[src/rtl/rpi_irq_pkg.sv]
// rpi_irq_pkg: shared FSM state type and width helpers for the RPi interrupt clock generator.
// RPI_IRQ_CLK_ID_ENCODE_EN widens the pulse counter so the source index can be added to the burst length.
package rpi_irq_pkg;
  typedef enum logic [1:0] {IDLE, HIGH, LOW, GAP} state_t;
  function automatic int src_w(input int n);
    return (n > 1) ? $clog2(n) : 1;
  endfunction
  function automatic int cnt_w(input int bw, input int sw);
`ifdef RPI_IRQ_CLK_ID_ENCODE_EN
    return bw + sw;
`else
    return bw + 0 * sw;
`endif
  endfunction
endpackage

[src/rtl/rpi_irq_arbiter.sv]
// rpi_irq_arbiter: fixed-priority (lowest index wins) one-hot grant and encoded index.
module rpi_irq_arbiter #(
  parameter int N = 4,
  parameter int W = 2
) (
  input  logic [N-1:0] req,
  output logic [N-1:0] gnt,
  output logic [W-1:0] idx
);
  assign gnt = req & (~req + N'(1));
  always_comb begin
    idx = '0;
    for (int i = N - 1; i >= 0; i--) if (req[i]) idx = W'(i);
  end
endmodule

[src/rtl/rpi_irq_clk_gen.sv]
// rpi_irq_clk_gen: latches request edges, grants lowest pending source, emits a finite clk_out burst.
// Define RPI_IRQ_CLK_ID_ENCODE_EN to add the served source index to the pulse count.
module rpi_irq_clk_gen import rpi_irq_pkg::*; #(
  parameter int NUM_SRC = 4,
  parameter int DIV_W = 6,
  parameter int BURST_W = 4,
  parameter int GAP_CYC = 4,
  localparam int SRC_W = src_w(NUM_SRC),
  localparam int CNT_W = cnt_w(BURST_W, SRC_W)
) (
  input  logic               clk_in,
  input  logic               rst_in,
  input  logic               enable,
  input  logic [NUM_SRC-1:0] irq_req,
  input  logic [DIV_W-1:0]   div_half,
  input  logic [BURST_W-1:0] burst_len,
  output logic               clk_out,
  output logic               busy,
  output logic [SRC_W-1:0]   irq_id,
  output logic [NUM_SRC-1:0] irq_ack,
  output logic [NUM_SRC-1:0] pending
);
  localparam logic [DIV_W-1:0] GAP_L = DIV_W'(GAP_CYC);
  state_t state_q, state_d;
  logic clk_q, clk_d, busy_q, busy_d, grant, ph_done;
  logic [SRC_W-1:0] id_q, id_d, gnt_id;
  logic [NUM_SRC-1:0] ack_q, ack_d, pend_q, pend_d, req_q, gnt;
  logic [DIV_W-1:0] div_q, div_d, ph_q, ph_d;
  logic [BURST_W-1:0] len_q, len_d;
  logic [CNT_W-1:0] cnt_q, cnt_d, target;
  rpi_irq_arbiter #(.N(NUM_SRC), .W(SRC_W)) u_arb (.req(pend_q), .gnt(gnt), .idx(gnt_id));
`ifdef RPI_IRQ_CLK_ID_ENCODE_EN
  assign target = CNT_W'(len_q) + CNT_W'(id_q);
`else
  assign target = CNT_W'(len_q);
`endif
  assign grant = (state_q == IDLE) && enable && (|pend_q);
  assign ph_done = ph_q >= div_q;
  always_comb begin
    state_d = state_q;
    clk_d = clk_q;
    busy_d = busy_q;
    id_d = id_q;
    div_d = div_q;
    len_d = len_q;
    cnt_d = cnt_q;
    ack_d = '0;
    ph_d = (state_q == IDLE) ? ph_q : ph_q + DIV_W'(1);
    // a fresh edge is ORed in after the grant clear so a coincident re-request survives
    pend_d = (pend_q & ~(grant ? gnt : '0)) | (irq_req & ~req_q);
    case (state_q)
      IDLE: if (grant) begin
        state_d = HIGH;
        clk_d = 1'b1;
        busy_d = 1'b1;
        id_d = gnt_id;
        div_d = (div_half == '0) ? DIV_W'(1) : div_half;
        len_d = (burst_len == '0) ? BURST_W'(1) : burst_len;
        cnt_d = CNT_W'(1);
        ph_d = DIV_W'(1);
      end
      HIGH: if (ph_done) begin
        state_d = LOW;
        clk_d = 1'b0;
        ph_d = DIV_W'(1);
      end
      LOW: if (ph_done) begin
        ph_d = DIV_W'(1);
        state_d = (cnt_q < target) ? HIGH : GAP;
        clk_d = cnt_q < target;
        cnt_d = (cnt_q < target) ? cnt_q + CNT_W'(1) : cnt_q;
        ack_d = (cnt_q < target) ? '0 : NUM_SRC'(1) << id_q;
      end
      GAP: if (ph_q >= GAP_L) begin
        state_d = IDLE;
        busy_d = 1'b0;
      end
    endcase
  end
  always_ff @(posedge clk_in or posedge rst_in) begin
    if (rst_in) begin
      state_q <= IDLE;
      clk_q <= 1'b0;
      busy_q <= 1'b0;
      id_q <= '0;
      ack_q <= '0;
      pend_q <= '0;
      req_q <= '0;
      div_q <= DIV_W'(1);
      len_q <= BURST_W'(1);
      cnt_q <= '0;
      ph_q <= '0;
    end else begin
      state_q <= state_d;
      clk_q <= clk_d;
      busy_q <= busy_d;
      id_q <= id_d;
      ack_q <= ack_d;
      pend_q <= pend_d;
      req_q <= irq_req;
      div_q <= div_d;
      len_q <= len_d;
      cnt_q <= cnt_d;
      ph_q <= ph_d;
    end
  end
  assign clk_out = clk_q;
  assign busy = busy_q;
  assign irq_id = id_q;
  assign irq_ack = ack_q;
  assign pending = pend_q;
endmodule

[config.mk]
export PLATFORM = sky130hd
export DESIGN_NAME = rpi_irq_clk_gen
export DESIGN_NICKNAME = d
export VERILOG_FILES = /design/src/rtl/rpi_irq_pkg.sv /design/src/rtl/rpi_irq_arbiter.sv /design/src/rtl/rpi_irq_clk_gen.sv
export SDC_FILE = /design/constraint.sdc
export NUM_CORES = 1
export LEC_CHECK = 0
export ABC_AREA = 1
export CORE_AREA = 4 4 68 70
export DETAILED_ROUTE_END_ITERATION = 8
export DIE_AREA = 0 0 72 74
export GPL_TIMING_DRIVEN = 0
export HOLD_SLACK_MARGIN = 0.08
export PLACE_DENSITY = 0.85
export SLEW_MARGIN = 25
export SYNTH_ARGS = -nofsm -noshare
export SYNTH_HDL_FRONTEND = slang
export SYNTH_SLANG_ARGS = --single-unit
[constraint.sdc]
create_clock -name clk_in -period 2 [get_ports clk_in]
set_clock_uncertainty 0.05 [all_clocks]
set_input_delay 0.2 -clock clk_in [delete_from_list [all_inputs] [get_ports clk_in]]
set_output_delay 0.2 -clock clk_in [all_outputs]
set_load 0.02 [all_outputs]
; Yosys cells after proc, flatten, opt, wreduce, memory -nomap -nowiden
; Cells that the tools add are included.
; Widths: inputs -> output; s select.
[totals]
ff_bits = 38
wordCells = 78
[classes]
n_lt_le_gt_ge = 3
n_mux = 30
n_eq_ne = 8
n_reduce_logical = 15
shifts = 1
n_addsub = 3
bitwise_logic = 7
[ops]
columns = op, n
row1 = $mux 4, 8
row2 = $mux 6, 4
row3 = $mux 2, 9
row4 = $and 4x4->4, 3
row5 = $not 4->4, 3
row6 = $pmux 6 s2, 1
row7 = $reduce_and 4->1, 3
row8 = $ne 2x2->1 const B, 5
row9 = $add 4x1->4 const B, 2
row10 = $pmux 2 s4, 1
row11 = $pmux 4 s2, 1
row12 = $add 6x1->6 const B, 1
row13 = $ge 6x3->1 const B, 1
row14 = $ge 6x6->1, 1
row15 = $logic_not 6->1, 1
row16 = $eq 2x2->1 const B, 2
row17 = $logic_not 4->1, 1
row18 = $lt 4x4->1, 1
row19 = $mux 1, 4
row20 = $or 4x4->4, 1
row21 = $reduce_bool 2->1, 2
row22 = $reduce_or 4->1, 1
row23 = $shl 1x2->4 const A, 1
row24 = $pmux 1 s3, 1
row25 = other kinds (8), 9

; Logic depth before layout (Yosys ltp)
; Gate-level depths: netlist of run 1.
[logic_depth]
ltp_word = 7
mapped_depth = 13
depth_no_buf = 13

; Modules after synthesis
; Synthesis of run 1 repeated with hierarchy kept, for this count alone.
[unflattened]
hier_cells = 274
hier_area_um2 = 2207.1
[modules_own_cells]
columns = mod, seq_area_each_um2, cells_per_inst, n_inst, area_per_inst_um2
row1 = rpi_irq_clk_gen, 953.4, 259, 1, 2143.3
row2 = rpi_irq_arbiter, 0.0, 15, 1, 63.8

; Worst setup path before layout of run 1
; OpenSTA, ideal clock, no wires.
[synth_timing]
kind = reg-to-reg
from = register state_q[0]
to = register pend_q[3] (netlist: pending[3])
path_buffers = 0
setup_slack_ns = 0.461
arrival_time_ns = 1.366
stages_incl_launch_ff = 10
path_cell_list = dfrtp_1 > inv_1 > ha_1 > nand2_2 > nor2_1 > inv_2 > nor2_2 > inv_2 > o21ai_1 > o21ai_1
[synth_between]
elab_chain_cells = 7
[synth_lines]
columns = element, line
row1 = "start, declared", rpi_irq_clk_gen.sv:24  ; state_t state_q, state_d;
row2 = "start signal, assigned", rpi_irq_clk_gen.sv:94  ; state_q <= state_d;
row3 = $logic_not 2->1, rpi_irq_clk_gen.sv:37  ; assign grant = (state_q == IDLE) && enable && (|pend_q);
row4 = $logic_and 1x1->1 (2 in series), rpi_irq_clk_gen.sv:37
row5 = $mux 4, rpi_irq_clk_gen.sv:50  ; pend_d = (pend_q & ~(grant ? gnt : '0)) | (irq_req & ~req_q);
row6 = $not 4->4, rpi_irq_clk_gen.sv:50
row7 = $and 4x4->4, rpi_irq_clk_gen.sv:50
row8 = $or 4x4->4, rpi_irq_clk_gen.sv:50
row9 = net pend_d[3], rpi_irq_clk_gen.sv:27  ; logic [NUM_SRC-1:0] ack_q, ack_d, pend_q, pend_d, req_q, gnt;
row10 = "end signal, assigned", rpi_irq_clk_gen.sv:99  ; pend_q <= pend_d;
row11 = "end, declared", rpi_irq_clk_gen.sv:27
; The timed path passes the listed nets, and every way through them passes these cells.
; A chain may end at the register's enable or synchronous reset.

; Final worst setup path of run 1
[layout_timing]
from = register ph_q[3]
to = register ph_q[4]
[layout_between]
elab_chain_cells = 4
elab_cells_between_ends = 6
cone_classes = 1 x add/sub / 1 x order compare / 4 x mux
[layout_lines]
columns = element, line
row1 = "start, declared", rpi_irq_clk_gen.sv:28  ; logic [DIV_W-1:0] div_q, div_d, ph_q, ph_d;
row2 = "start signal, assigned", rpi_irq_clk_gen.sv:104  ; ph_q <= ph_d;
row3 = $add 6x1->6, rpi_irq_clk_gen.sv:48  ; ph_d = (state_q == IDLE) ? ph_q : ph_q + DIV_W'(1);
row4 = $mux 6, rpi_irq_clk_gen.sv:48
row5 = $mux 6 (on tied branches), "rpi_irq_clk_gen.sv:62, rpi_irq_clk_gen.sv:67, rpi_irq_clk_gen.sv:52"
row6 = $pmux 6 s2 (*), rpi_irq_clk_gen.sv:51  ; case (state_q)
row7 = net ph_d[4], rpi_irq_clk_gen.sv:28
; The timed path passes the listed nets; every way through them passes the cells marked *.

==> results of run 1 <==
==> synth_stat cells (all sizes together) <==
master	n	area (sq um)
clkinv	1	5.000
nand3	9	45.04
dfstp	2	52.55
a21oi	8	47.55
or2	1	6.260
nor4	1	6.260
nand2	68	277.8
xnor2	2	17.52
ha	18	225.2
inv	46	177.7
dfrtp	36	900.9
o21ai	20	111.4
buf	3	31.27
nor3	6	30.03
nor2	16	75.07
o21a	1	7.510
a31oi	1	6.260
xor2	4	35.03
o22ai	5	37.53
==> through the flow <==
| step | area (sq um) | cells | hold slack, ns | total power, mW |
|---|---|---|---|---|
| after global placement | 2439 | 326 | 0.3472 | 2.885 |
| after CTS | 2557 | 335 | 0.1988 | 3.510 |
| final | 2560 | 335 | 0.1927 | 3.478 |
| after floorplan | 2096 | 248 | 0.1814 | 2.496 |
| after global routing | 2560 | 335 | 0.2241 | 3.863 |
| after detailed placement | 2466 | 327 | 0.3696 | 2.957 |
==> sequential cells by signal, indices dropped and copies added, names as in the netlist <==
signal / flops
cnt_q: 4
div_q: 6
pending: 4
ph_q: 6
req_q: 4
state_q: 2
irq_id: 2
clk_out: 1
len_q: 4
irq_ack: 4
busy: 1
==> cell type report <==
class	instances	area (sq um)	area share
Timing Repair Buffer	29	307.8	0.1202
Buffer	3	31.28	0.01222
Multi-Input combinational cell	160	930.9	0.3636
Inverter	47	182.7	0.07136
Clock buffer	7	86.33	0.03372
Sequential cell	38	953.4	0.3724
Clock inverter	1	5.005	0.001955
Tap cell	50	62.56	0.02444
==> worst max-delay path: cells and delay by family (launching register included) <==
family | cells | cell delay, ns
compound gates | 1 | 0.22
fa+ha+maj | 1 | 0.33
flops | 1 | 0.46
simple gates | 6 | 0.55
==> where the power goes <==
group | internal [mW] | switching (mW) | total [mW]
Sequential | 1.02 | 0.185 | 1.21
Combinational | 0.684 | 1.05 | 1.74
Clock | 0.278 | 0.255 | 0.533
==> path summary, 6_finish.rpt <==
| path | to | slack [ns] | cells after the start |
|---|---|---|---|
| max | ph_q[4] | 0.28 | 8 |
| min | len_q[1] | 0.19 | 2 |
| max reg2reg | ph_q[4] | 0.28 | 8 |
| min reg2reg | pending[3] | 0.38 | 1 |
| max in group asynchronous | state_q[1] | 1.27 | 3 |
| min in group clk_in | req_q[1] | 0.32 | 1 |
==> layer usage <==
| metal | routed length [um] | global-route usage |
|---|---|---|
| met5 | 0 | 0 |
| met1 | 1708 | 0.1936 |
| met2 | 1915 | 0.2908 |
| met4 | 104 | 0.08768 |
| met3 | 129 | 0.05135 |
==> cells in the final DEF, fill, tap and decap left out, types with 2 or more instances in the layout <==
cell / instances
inv_2: 4
xor2_1: 4
clkinv_2: 2
inv_1: 41
dfrtp_1: 36
o21ai_2: 3
dfstp_2: 2
a21oi_2: 2
nand2_2: 6
nor2_1: 12
ha_1: 17
o21ai_1: 8
clkdlybuf4s50_1: 28
xnor2_1: 2
o22ai_1: 4
nand2_1: 61
nor3_1: 6
o21ai_0: 9
nand3_1: 9
clkbuf_8: 6
a21oi_1: 6
nor2_2: 3
==> logic make-up after synthesis <==
group                    Yosys count  share of synthesized area
AND/OR/NAND/NOR                  101                     0.2102
buffers and inverters             50                     0.1021
flip-flops                        38                     0.4549
AO/OA/AOI/OAI                     35                     0.1003
adder cells (fa/ha/maj)           18                     0.1075
XOR/XNOR                           6                    0.02507
==> run_results.csv, run 1 <==
group,metric,value,unit
finish,antenna-diode-count,0,
clock_tree,post-cts-setup-buffers,0,
setup_path,worst_ep_arrival_time,1.85,ns
finish,areaGrowthSynthToFinish,22.15,%
finish,finish.net_count,319,
setup_path,critPathLaunchType,"flip-flop",
global_route,grt_start_max_net_pins,21,
global_route,via_count_of_the_first_global_routing_pass,1661,
timing,setup_repair_after_global_routing_missed_its_margin,"no",
timing,post-route-period-util,0.8618,
global_route,grt_antenna_before_repair,0,
floorplanning,placement_rows,23,
placed_design,io_buffer_count,28,
timing,timing_hold_violations_final,0,
routing,dr.pass1.iters,4,
clock_tree,clk_path_buf_depth,2,
clock_tree,clk-insertion-delay-late,0.29,ns
floorplanning,die_h,74,um
timing,max_freq,580.2,MHz
global_route,grt_first_pass_wirelength,6.913,mm
placed_design,dp_slack,0.2394,ns
clock_tree,cts.sink_count,38,
setup_path,slowest_cell_on_crit_path,"dfrtp_1",
setup_path,timing.critical_path.to_type,"flip-flop",
floorplanning,initial_utilization,0.5277,
global_route,groute.usage.overall,0.1700,
clock_tree,numCtsBuffers,5,
routing,drt.antenna.violating_nets,0,
setup_path,crit_top_cell,"nand2_1",
timing,slew_headroom,0.6953,
clock_tree,cts.root.buffer_cell,"clkbuf_8",
clock_tree,cts-resized-gates,0,
setup_path,timing.critical_path.fanout_max,6,
finish,final_core_util,0.6446,
routing,wirelength,3.857,mm
placed_design,place_hpwl,2.939,mm
setup_path,regToRegStartpoint,"ph_q[3]",
setup_path,setup.worst_path.class,"reg -> reg",
yosys,yosys_warnings,0,
placed_design,routabilityCongestion,0.8098,
yosys,ys_types,31,
outcome,status,"finished clean",
yosys,synth.net_count,283,
yosys,ys_ff_latch,38,
setup_path,critical_path.max_stage_delay,0.46,ns
floorplanning,floorplan.io_pins,29,
power_and_ir_drop,power_density,1358,nW/um^2
routing,vias_per_cell,4.842,
flow_run,timing.max_cap.violations,0,
yosys,syn_avg_cell_area,8.451,sq um
routing,drtIter0Drc,46,
floorplanning,chipWidth,72,um
global_route,grt_overflow,0,
setup_path,setup.worst_path.start,"ph_q[3]",
clock_tree,cts_tree,"done",
floorplanning,placeableCoreArea,3971,sq um
routing,route.detailed.drc,0,
yosys,post_synth_inst_count,248,
clock_tree,worst_setup_hold_path_clk_slew,0.07,ns
routing,vias,1622,
clock_tree,ctsHoldBuffers,0,
setup_path,crit_chain,"ha_1 > nand2_1 > nor2_1 > nand2_1 > nand2_1 > nand2_1 > a21oi_2 > nor2_1",
clock_tree,cts_htree_levels,2,
timing,final-max-slew-violation-count,0,
power_and_ir_drop,vdd_drop_max,640.0,uV
timing,clock_period_minus_worst_slack,1.724,ns
timing,finalSetupTns,0,ns
setup_path,cp_data_required_time,2.13,ns
timing,worstMarginPinSlew,0.4565,ns
yosys,post_synth_instance_area,2096,sq um
yosys,synth_seq_area_share,0.4549,
power_and_ir_drop,leakage,1.296,nW
floorplanning,design.die.area,5328,sq um
finish,drive_gt1_frac,0.1333,
routing,drt-wirelength-per-cell,11.51,um
finish,n_fill_cell,324,
timing,final.setup.worst_slack,0.2764,ns
min_path,hold_path.class,"in -> async",
timing,report.final.setup_viol,0,
Power figures use the tool's default switching activity.
==> inputs of run 2 (changes only) <==
- ABC_AREA: 1 -> unset
- CORE_AREA: 4 4 68 70 -> 4 4 86 56
- DIE_AREA: 0 0 72 74 -> 0 0 90 60
==> run_results.csv, run 2 <==
group,metric,value,unit
floorplanning,placement_rows,18,
yosys,synthFlopType,"dfrtp_1",
yosys,synthArstFlopShare,1.000,
finish,largestRegisters,"div_q (6), ph_q (6)",
placed_design,numPlacedInstances,288,
floorplanning,design.die.area,5400,sq um
clock_tree,post-cts-setup-buffers,0,
yosys,post_synth_instance_area,2084,sq um
global_route,via_count_of_the_first_global_routing_pass,1587,
yosys,yosys_warnings,0,
routing,drtIter0Drc,74,
placed_design,dpl-instance-area,2455,sq um
timing,report.final.setup_viol,0,
routing,drt.antenna.violating_nets,0,
finish,finish.net_count,280,
timing,final.setup.worst_slack,0.05213,ns
yosys,yosysTopAreaCell,"dfrtp_1",
finish,n_fill_cell,321,
clock_tree,clk_path_buf_depth,2,
placed_design,routabilityCongestion,0.8150,
setup_path,worst-r2r-setup-slack,0.05,ns
finish,final_area,2591,sq um
yosys,netlist_top_cells_count,"36 x dfrtp_1, 19 x inv_1, 19 x nand2_1, 19 x nor2_1",
routing,met2WireLength,1.879,mm
flow_run,timing.max_cap.violations,0,
setup_path,critPathLaunchType,"flip-flop",
timing,setup_repair_after_global_routing_missed_its_margin,"yes",
floorplanning,die_h,60,um
clock_tree,cts.sink_count,38,
yosys,muxShareOfSynthArea,0.01020,
floorplanning,initial_utilization,0.5229,
timing,final-max-slew-violation-count,0,
floorplanning,placeableCoreArea,3986,sq um
global_route,grt_antenna_before_repair,0,
routing,route.detailed.drc,0,
routing,drt-wirelength-per-cell,14.78,um
timing,timing_hold_violations_final,0,
yosys,ys_ff_latch,38,
yosys,synth.net_count,244,
timing,slew_headroom,0.6043,
min_path,hold_path.class,"in -> async",
yosys,complex_gate_fraction_of_the_synthesized_area,0.1789,
global_route,grt_first_pass_wirelength,7.479,mm
setup_path,timing.critical_path.fanout_max,6,
setup_path,timing.critical_path.to_type,"flip-flop",
routing,wirelength,4.361,mm
power_and_ir_drop,vdd_drop_max,833.9,uV
yosys,post_synth_inst_count,209,
global_route,groute.usage.overall,0.1765,
finish,drive_gt1_frac,0.1388,
floorplanning,floorplan.io_pins,29,
yosys,post_synth_xor_area_fraction,0.01681,
setup_path,worst_ep_arrival_time,2.08,ns
power_and_ir_drop,leakage,1.135,nW
yosys,ys_types,46,
routing,routedLengthMet1,2.173,mm
clock_tree,worst_setup_hold_path_clk_slew,0.07,ns
clock_tree,cts.root.buffer_cell,"clkbuf_8",
power_and_ir_drop,power_density,1453,nW/um^2
finish,final_cell_count_no_fill,295,
clock_tree,clk-insertion-delay-late,0.29,ns
placed_design,dp_slack,-0.09840,ns
clock_tree,cts_tree,"done",
global_route,grt_overflow,0,
yosys,syn_avg_cell_area,9.974,sq um
routing,met3WireLength,264,um
finish,areaGrowthSynthToFinish,24.31,%
yosys,synthesized_area_fraction_occupied_by_adder_cells,0.1080,
clock_tree,ctsHoldBuffers,0,
finish,final_common_cell,"dfrtp_1",
placed_design,io_buffer_count,28,
finish,antenna-diode-count,0,
setup_path,cp_data_required_time,2.13,ns
yosys,synthMostInstantiatedCell,"dfrtp_1",
clock_tree,numCtsBuffers,5,
timing,max_freq,513.4,MHz
timing,clock_period_minus_worst_slack,1.948,ns
yosys,synth_simple_gate_area_frac,0.1759,
routing,route.top_layer_used,"met4",
floorplanning,chipWidth,90,um
timing,post-route-period-util,0.9739,
clock_tree,cts_htree_levels,2,
timing,worstMarginPinSlew,0.5881,ns
outcome,status,"finished clean",
timing,finalSetupTns,0,ns
routing,dr.pass1.iters,4,
yosys,synth_top_family_by_area,"compound AO/OA/AOI/OAI gates",
finish,layout.cells.most_common_list,"34 x dfrtp_1, 28 x clkdlybuf4s50_1",
yosys,top_area_cell_type_share_of_the_netlist_area,0.4322,
setup_path,setup.worst_path.class,"reg -> reg",
yosys,synth_seq_area_share,0.4574,
routing,vias,1607,
yosys,synth_enable_flop_cells,0,
placed_design,place_hpwl,3.230,mm
routing,vias_per_cell,5.447,
global_route,grt_start_max_net_pins,25,
yosys,synth.top_cells.by_area,"dfrtp_1 43%, ha_1 11%, o21ai_0 4.3%",
[run 2: changes by cell type in the layout (fill, tap and decap cells not counted), sizes merged, moves of 5 or more]
cell and change:
o22ai -5, inv -27, nand2b +5, a21oi +6
nand2 -49, nand4 +5
[run 2: critical path, stage by stage, from the launching register on]
cell	delay [ns]
dfrtp_2	0.45
ha_1	0.31
nand4_1	0.16
o221ai_2	0.31
mux2_2	0.37
o22a_1	0.19
[run 2: kinds of logic (layout without fill, tap and decap cells)]
kind of cell | count (synthesis) | after routing
multiplexers | 2 | 2
AO/OA/AOI/OAI | 52 | 52
buffers and inverters | 24 | 60
XOR/XNOR | 4 | 4
AND/OR/NAND/NOR | 71 | 71
flip-flops | 38 | 38
adder cells (fa/ha/maj) | 18 | 18
[run 2: final timing paths]
check,start,endpoint,cells past startpoint
setup reg to reg,ph_q[3],clk_out,5
hold reg to reg,req_q[0],pending[0],1
max in group asynchronous,rst_in,ph_q[3],3
hold / removal,rst_in,ph_q[1],2
min in group clk_in,irq_req[2],req_q[2],1
setup / recovery,ph_q[3],clk_out,5
[run 2: timing repair]
action	CTS	global route
gates resized for setup	2	12
pin swaps	0	3
endpoints found under the setup margin	11	21
[run 2: metrics by stage]
step	power (mW)	hold slack (ns)	util
6_report	3.765	0.1504	0.6500
5_1_grt	4.089	0.1732	0.6500
4_1_cts	3.669	0.1563	0.6372
3_5_place_dp	3.132	0.3686	0.6158
3_3_place_gp	3.049	0.3530	0.6089
2_1_floorplan	2.614	0.1814	-
[run 2: report_power, final]
group / internal [mW] / switching [mW] / total (mW)
logic: 0.895 / 1.10 / 2.00
clock network: 0.240 / 0.249 / 0.489
registers: 1.03 / 0.244 / 1.28
total: 2.17 / 1.60 / 3.76
[run 2: final cells by class]
type / instances / area, sq um / share of cell area
inverter: 19 / 71.32 / 0.02752
timing repair buffer: 29 / 307.8 / 0.1188
sequential: 38 / 955.9 / 0.3689
clock buffer: 7 / 76.32 / 0.02945
buffer: 5 / 42.54 / 0.01642
multi-input combinational: 147 / 1075 / 0.4148
tap: 50 / 62.56 / 0.02414
[run 2: routing by layer]
layer  up-vias  track usage
li1        799            -
met1       765       0.2508
met2        36       0.2548
met3         7      0.06415
met4         0      0.04793
met5         -            0
==> RTL edit 1, RTL diff (flow settings as in run 2) <==
The output `irq_ack` loses its register stage (`ack_q` becomes a continuous assignment).
--- a/src/rtl/rpi_irq_clk_gen.sv
+++ b/src/rtl/rpi_irq_clk_gen.sv
@@ -85,3 +85,2 @@
       id_q <= '0;
-      ack_q <= '0;
       pend_q <= '0;
@@ -97,3 +96,2 @@
       id_q <= id_d;
-      ack_q <= ack_d;
       pend_q <= pend_d;
@@ -106,2 +104,4 @@
   end
+
+  assign ack_q = ack_d;
   assign clk_out = clk_q;
Check against the original RTL: not equivalent (Yosys sat finds a counterexample within 4 cycles, from zero or initial values and one cycle with rst_in high).
==> RTL edit 1 against run 2 <==
  * The run now ends with setup timing left
  * Power rose by 20%
  * Sequential cell count fell by 4
  * Synthesized area decreased by 5.0%
  * Setup slack got worse by 0.28 ns
  * Routed wire length is 21% higher
  * Combinational power is 28% higher
  * Register-to-register slack worse by 0.12 ns
  * Sequential share of layout area down 6.2 points
  * Non-clock buffer count grew 12
  * Fmax fell by 12%
  * Final area is 7.8% higher
  * Critical endpoint is now irq_ack[2]
==> RTL edit 1: results (changes against run 2) <==
Status
The flow ran to the end, but the final reports show violations. The final reports fail on setup timing.

Placement
The half-perimeter wire length after placement is 3310 um (+2.6%). The area of placed instances is 2330 um2 (-5.1%). The final weighted congestion in routability-driven placement is 0.785 (-3.7%). The number of placed instances, taps included is 280 (-2.8%).

The pre-CTS setup slack is -0.638 ns (-0.540 ns).

Routing
The average via count per standard cell is 5.67 (+4.1%). The number of DRC markers in iteration 0 came to 118 (+59%). The number of optimization iterations in the first detailed-route pass is 4 (unchanged).

The sum of met3 wire segment lengths after detailed routing is 304 um (+15%). The met1 routed wirelength after detailed routing is 2350 um (+7.9%). The detailed-route wire length per cell is 17.5 um (+19%).

The total length of routed wires is 5300 um (+21%). The wire length on met2 is 2520 um (+34%).

Final layout
The number of inserted filler cells in the final layout was 274 (-15%). The count of inserted antenna diode cells is 0 (unchanged). The layout cell share with drive strength beyond 1 came to 29.0% (+15 points). The number of nets in the finished design is 286 (+2.1%).

Timing
The worst hold slack across all endpoints is 0.285 ns (+0.134 ns). The setup-violating endpoint count in the final report is 6 (+6). The worst-case headroom to the max-slew limit is 52.9% (-7.5 points).

The total negative setup slack is -0.863 ns (-0.863 ns). The final setup slack of the worst path is -0.225 ns (-0.277 ns).

Synth
The synthesized-area fraction occupied by adder cells is 11.4% (+0.57 points). The count of cell types in the netlist came to 45 (-2.2%). The commonest cells after synthesis are 32 x sky130_fd_sc_hd__dfrtp_1, 19 x sky130_fd_sc_hd__inv_1, 19 x sky130_fd_sc_hd__nor2_1. The async set-or-reset flop fraction in the synthesized netlist is 100% (unchanged). Sorting the synthesized cells by area gives the leading types as sky130_fd_sc_hd__dfrtp_1 40%, sky130_fd_sc_hd__ha_1 11%, sky130_fd_sc_hd__o21ai_0 4.5%.

The share of the synthesized area in compound gates (AO/OA/AOI/OAI) is 19.7% (+1.8 points). The number of nets produced by synthesis was 237 (-2.9%). The portion of netlist area occupied by mux cells is 1.26% (+0.24 points).

The proportion of synthesized chip area in sequential cells was 43.1% (-2.7 points). The synthesized area per cell came to 9.81 um2 (-1.7%). The synthesized-area fraction occupied by xor and xnor cells is 1.77% (+0.088 points).

Power and ir drop
The largest voltage drop on the vdd net was 0.000751 V (-10%). The leakage power total is 1.21 nW (+6.7%).

Worst setup path
The data arrival time at the worst-slack endpoint came to 1.97 ns (-0.11 ns). The stage delay of the slowest cell on the critical path was 0.40 ns (-0.05 ns). Grouping stages by cell kind, the critical path spends the most delay in flip-flops. The setup slack on the worst flop-to-flop path was -0.07 ns (-0.12 ns). The largest individual stage delay along the critical path comes from the cell sky130_fd_sc_hd__dfrtp_1.

The critical-path maximum fanout is 3 (-3). The logic depth of the worst register-to-register path is 7 (+2). The startpoint of the worst-slack reg-to-reg timing path is div_q[0]$_DFFE_PP1P_.

Clock tree
The number of buffers created by CTS is 5 (unchanged). The number of gates resized after cts was 42 (+40). The number of setup buffers added after CTS is 10 (+10).

Global routing
The global-route wire length before repair is 8200 um (+9.7%). The aggregate global-route resource usage was 19.6% (+2.0 points). The maximum number of pins on one net before global-route repair is 35 (+40%). The via count of the first global-routing pass is 1632 (+2.8%).
## RTL edit 1: changes by cell type after synthesis, moves of 2 or more
cell	delta
sky130_fd_sc_hd__a21oi_2	-2
sky130_fd_sc_hd__nand4_1	-2
sky130_fd_sc_hd__dfrtp_1	-4
sky130_fd_sc_hd__buf_6	-2
## RTL edit 1: final cells by class
type / instances / area (um2) / area share [%]
tap: 50 / 62.6 / 2.24
clock buffer: 5 / 68.8 / 2.46
timing repair buffer: 42 / 379 / 13.6
clock inverter: 3 / 68.8 / 2.46
buffer: 4 / 27.5 / 0.986
inverter: 19 / 71.3 / 2.55
sequential: 34 / 857 / 30.7
multi-input combinational: 145 / 1260 / 45.0
## RTL edit 1: per-layer routing
| layer | up-vias | track usage, % |
|---|---|---|
| met2 | 65 | 30.8 |
| met1 | 827 | 26.2 |
| li1 | 808 | - |
| met5 | - | 0 |
| met3 | 13 | 4.78 |
| met4 | 0 | 8.93 |
## RTL edit 1: how the worst max path moves through the flow
stage | depth (start not counted) | endpoint | from
3_5_place_dp | 8 | irq_ack[2] | ph_q[0]$_DFF_PP0_
6_report | 7 | irq_ack[2] | cnt_q[3]$_DFFE_PP0P_
5_1_grt | 8 | irq_ack[2] | len_q[3]$_DFFE_PP0P_
2_1_floorplan | 7 | irq_ack[2] | ph_q[0]$_DFF_PP0_
3_3_place_gp | 8 | irq_ack[2] | ph_q[0]$_DFF_PP0_
4_1_cts | 5 | irq_ack[3] | ph_q[4]$_DFF_PP0_
## RTL edit 1: where the power goes
group | internal (W) | total (W) | switching [W]
sequential | 0.000941 | 0.00118 | 0.000243
combinational | 0.00118 | 0.00256 | 0.00138
clock | 0.000499 | 0.000775 | 0.000275
total | 0.00262 | 0.00452 | 0.00190
==> RTL edit 2, RTL diff (flow settings as in run 2) <==
Made on the original files. Add a define of `RPI_IRQ_CLK_ID_ENCODE_EN`.
--- a/src/rtl/rpi_irq_pkg.sv
+++ b/src/rtl/rpi_irq_pkg.sv
@@ -2,2 +2,4 @@
 // RPI_IRQ_CLK_ID_ENCODE_EN widens the pulse counter so the source index can be added to the burst length.
+`define RPI_IRQ_CLK_ID_ENCODE_EN
+
 package rpi_irq_pkg;
Function: changed (Yosys sat finds a counterexample within 10 cycles, from zero or initial values and one cycle with rst_in high).
==> RTL edit 2 against run 2 <==
  * The flow now finishes with violations (setup timing)
  * Final cell count rose by 6.8%
  * Power rose by 21%
  * Sequential cell count rose by 2
  * Combinational power rose by 31%
  * Routed wire length rose by 26%
  * Via count rose by 14%
  * Die area did not move
  * Final area rose by 13%
  * Highest routed layer unchanged
  * Synthesized area rose by 2.7%
  * Critical path type unchanged
  * Setup slack got worse by 0.77 ns
==> RTL edit 2: results (changes against run 2) <==
Timing
The worst hold slack across all endpoints is 0.117 ns (-0.0332 ns). The worst-case headroom to the max-slew limit was 37.1% (-23 points). The final setup slack of the worst path is -0.718 ns (-0.770 ns). The setup-violating endpoint count in the final report is 14 (+14).

Placement
The pre-CTS setup slack is -0.921 ns (-0.823 ns). The final weighted congestion in routability-driven placement was 0.806 (-1.2%). The half-perimeter wire length after placement is 3500 um (+8.4%).

Power and ir drop
The largest voltage drop on the vdd net is 0.000899 V (+7.8%). The fraction of power spent switching nets is 43.2% (+0.81 points). The leakage power total is 1.24 nW (+9.5%).

Synth
The number of nets produced by synthesis is 255 (+4.5%). The synthesized area per cell is 9.87 um2 (-1.1%). The proportion of synthesized chip area in sequential cells was 46.9% (+1.1 points). Ranked by instance count, the synthesized netlist is headed by 38 x sky130_fd_sc_hd__dfrtp_1, 20 x sky130_fd_sc_hd__ha_1, 19 x sky130_fd_sc_hd__a21oi_1, 19 x sky130_fd_sc_hd__inv_1, 18 x sky130_fd_sc_hd__nor2_1. By area the synthesized netlist is led by sky130_fd_sc_hd__dfrtp_1 44%, sky130_fd_sc_hd__ha_1 12%, sky130_fd_sc_hd__a21oi_1 4.4%.

The count of cell types in the netlist is 44 (-4.3%).

Routing
The total length of routed wires came to 5490 um (+26%). The average via count per standard cell is 5.80 (+6.4%). The detailed-route wire length per cell is 17.4 um (+18%).

Worst setup path
The data arrival time at the worst-slack endpoint is 2.86 ns (+0.78 ns). The stage delay of the slowest cell on the critical path is 0.57 ns (+0.12 ns). The capturing point of the worst reg2reg path is cnt_q[0]$_DFFE_PP0P_. The critical-path maximum fanout is 5 (-1). The worst register-to-register path begins at len_q[0]$_DFFE_PP1P_. Among all stages on the critical path, the largest delay is contributed by sky130_fd_sc_hd__dfstp_2.

Status
The run finished, with violations left. The checks that failed: setup timing.

Final layout
The number of inserted filler cells in the final layout was 275 (-14%). The layout cell share with drive strength beyond 1 is 25.7% (+12 points).

Global routing
The via count of the first global-routing pass came to 1795 (+13%). The number of antenna violations at the first check in global routing is 0 (unchanged). The maximum number of pins on one net before global-route repair was 27 (+8.0%). The aggregate global-route resource usage is 21.3% (+3.7 points).
[RTL edit 2: changes by cell type in the layout (fill, tap and decap cells not counted), moves of 4 or more]
cell / delta
sky130_fd_sc_hd__buf_4: +10
sky130_fd_sc_hd__nand2_1: -4
sky130_fd_sc_hd__o21ai_0: -7
sky130_fd_sc_hd__ha_4: +4
sky130_fd_sc_hd__ha_1: -4
[RTL edit 2: logic make-up after synthesis]
kind of cell    count (synthesis)  synth area share (%)
compound gates                 58                  17.2
xor+xnor                        4                  1.64
fa+ha+maj                      21                  12.6
buf+inv                        22                  3.92
flops                          40                  46.9
mux                             4                  2.05
simple gates                   68                  15.7
[RTL edit 2: area by class of cell]
class                   count  area [um2]  share of cell area [%]
inverters                  19        71.3                    2.44
flip-flops and latches     40        1010                    34.5
multi-input cells         155        1270                    43.7
clock buffers               6        82.6                    2.83
clock inverters             2        15.0                   0.515
repair buffers             41         394                    13.5
well taps                  50        62.6                    2.14
plain buffers               2        11.3                   0.386
[RTL edit 2: metrics by stage]
step	total power, W	TNS [ns]	util (%)
final	0.00456	-7.27	73.2
after global routing	0.00491	-8.95	73.2
after CTS	0.00415	-7.31	70.2
after detailed placement	0.00324	-10.95	63.7
after global placement	0.00312	-9.62	63.2
after floorplan	0.00268	-5.57	-
[RTL edit 2: timing repair]
item                                    4_1_cts  5_1_grt
pin swaps                                    17       11
resized for setup                            20       22
endpoints found under the setup margin       29       22
setup buffers                                 9        4
[RTL edit 2: how the worst max path moves through the flow]
stage                            to  slack (ns)  cells past startpoint
2_1_floorplan  cnt_q[0]$_DFFE_PP0P_       -0.78                     12
6_report       cnt_q[0]$_DFFE_PP0P_       -0.72                     11
3_5_place_dp   cnt_q[3]$_DFFE_PP0P_       -0.92                     12
5_1_grt        cnt_q[0]$_DFFE_PP0P_       -0.82                     11
3_3_place_gp   cnt_q[3]$_DFFE_PP0P_       -0.86                     12
4_1_cts        cnt_q[0]$_DFFE_PP0P_       -0.82                     12
[RTL edit 2: routing by layer]
metal	track usage (%)	wire length (um)
met2	33.4	2550
met3	6.54	344
met1	27.1	2470
met5	0	0
met4	11.1	126
[RTL edit 2: power groups by stage]
stage / logic, W / registers, W / clock network, W
3_3_place_gp: 0.00179 / 0.00133 / 0
6_report: 0.00262 / 0.00136 / 0.000575
5_1_grt: 0.00290 / 0.00139 / 0.000621
2_1_floorplan: 0.00132 / 0.00136 / 0
4_1_cts: 0.00224 / 0.00132 / 0.000591
3_5_place_dp: 0.00189 / 0.00135 / 0
[RTL edit 2: worst register-to-register path, delay by kind of cell, from the launching register on]
| family | cells | cell delay (ns) |
|---|---|---|
| xor gates and xnor gates | 1 | 0.16 |
| AOI/OAI and AO/OA | 4 | 0.53 |
| adders and majority gates | 2 | 0.44 |
| DFF | 1 | 0.57 |
| and+or+nand+nor | 4 | 0.88 |
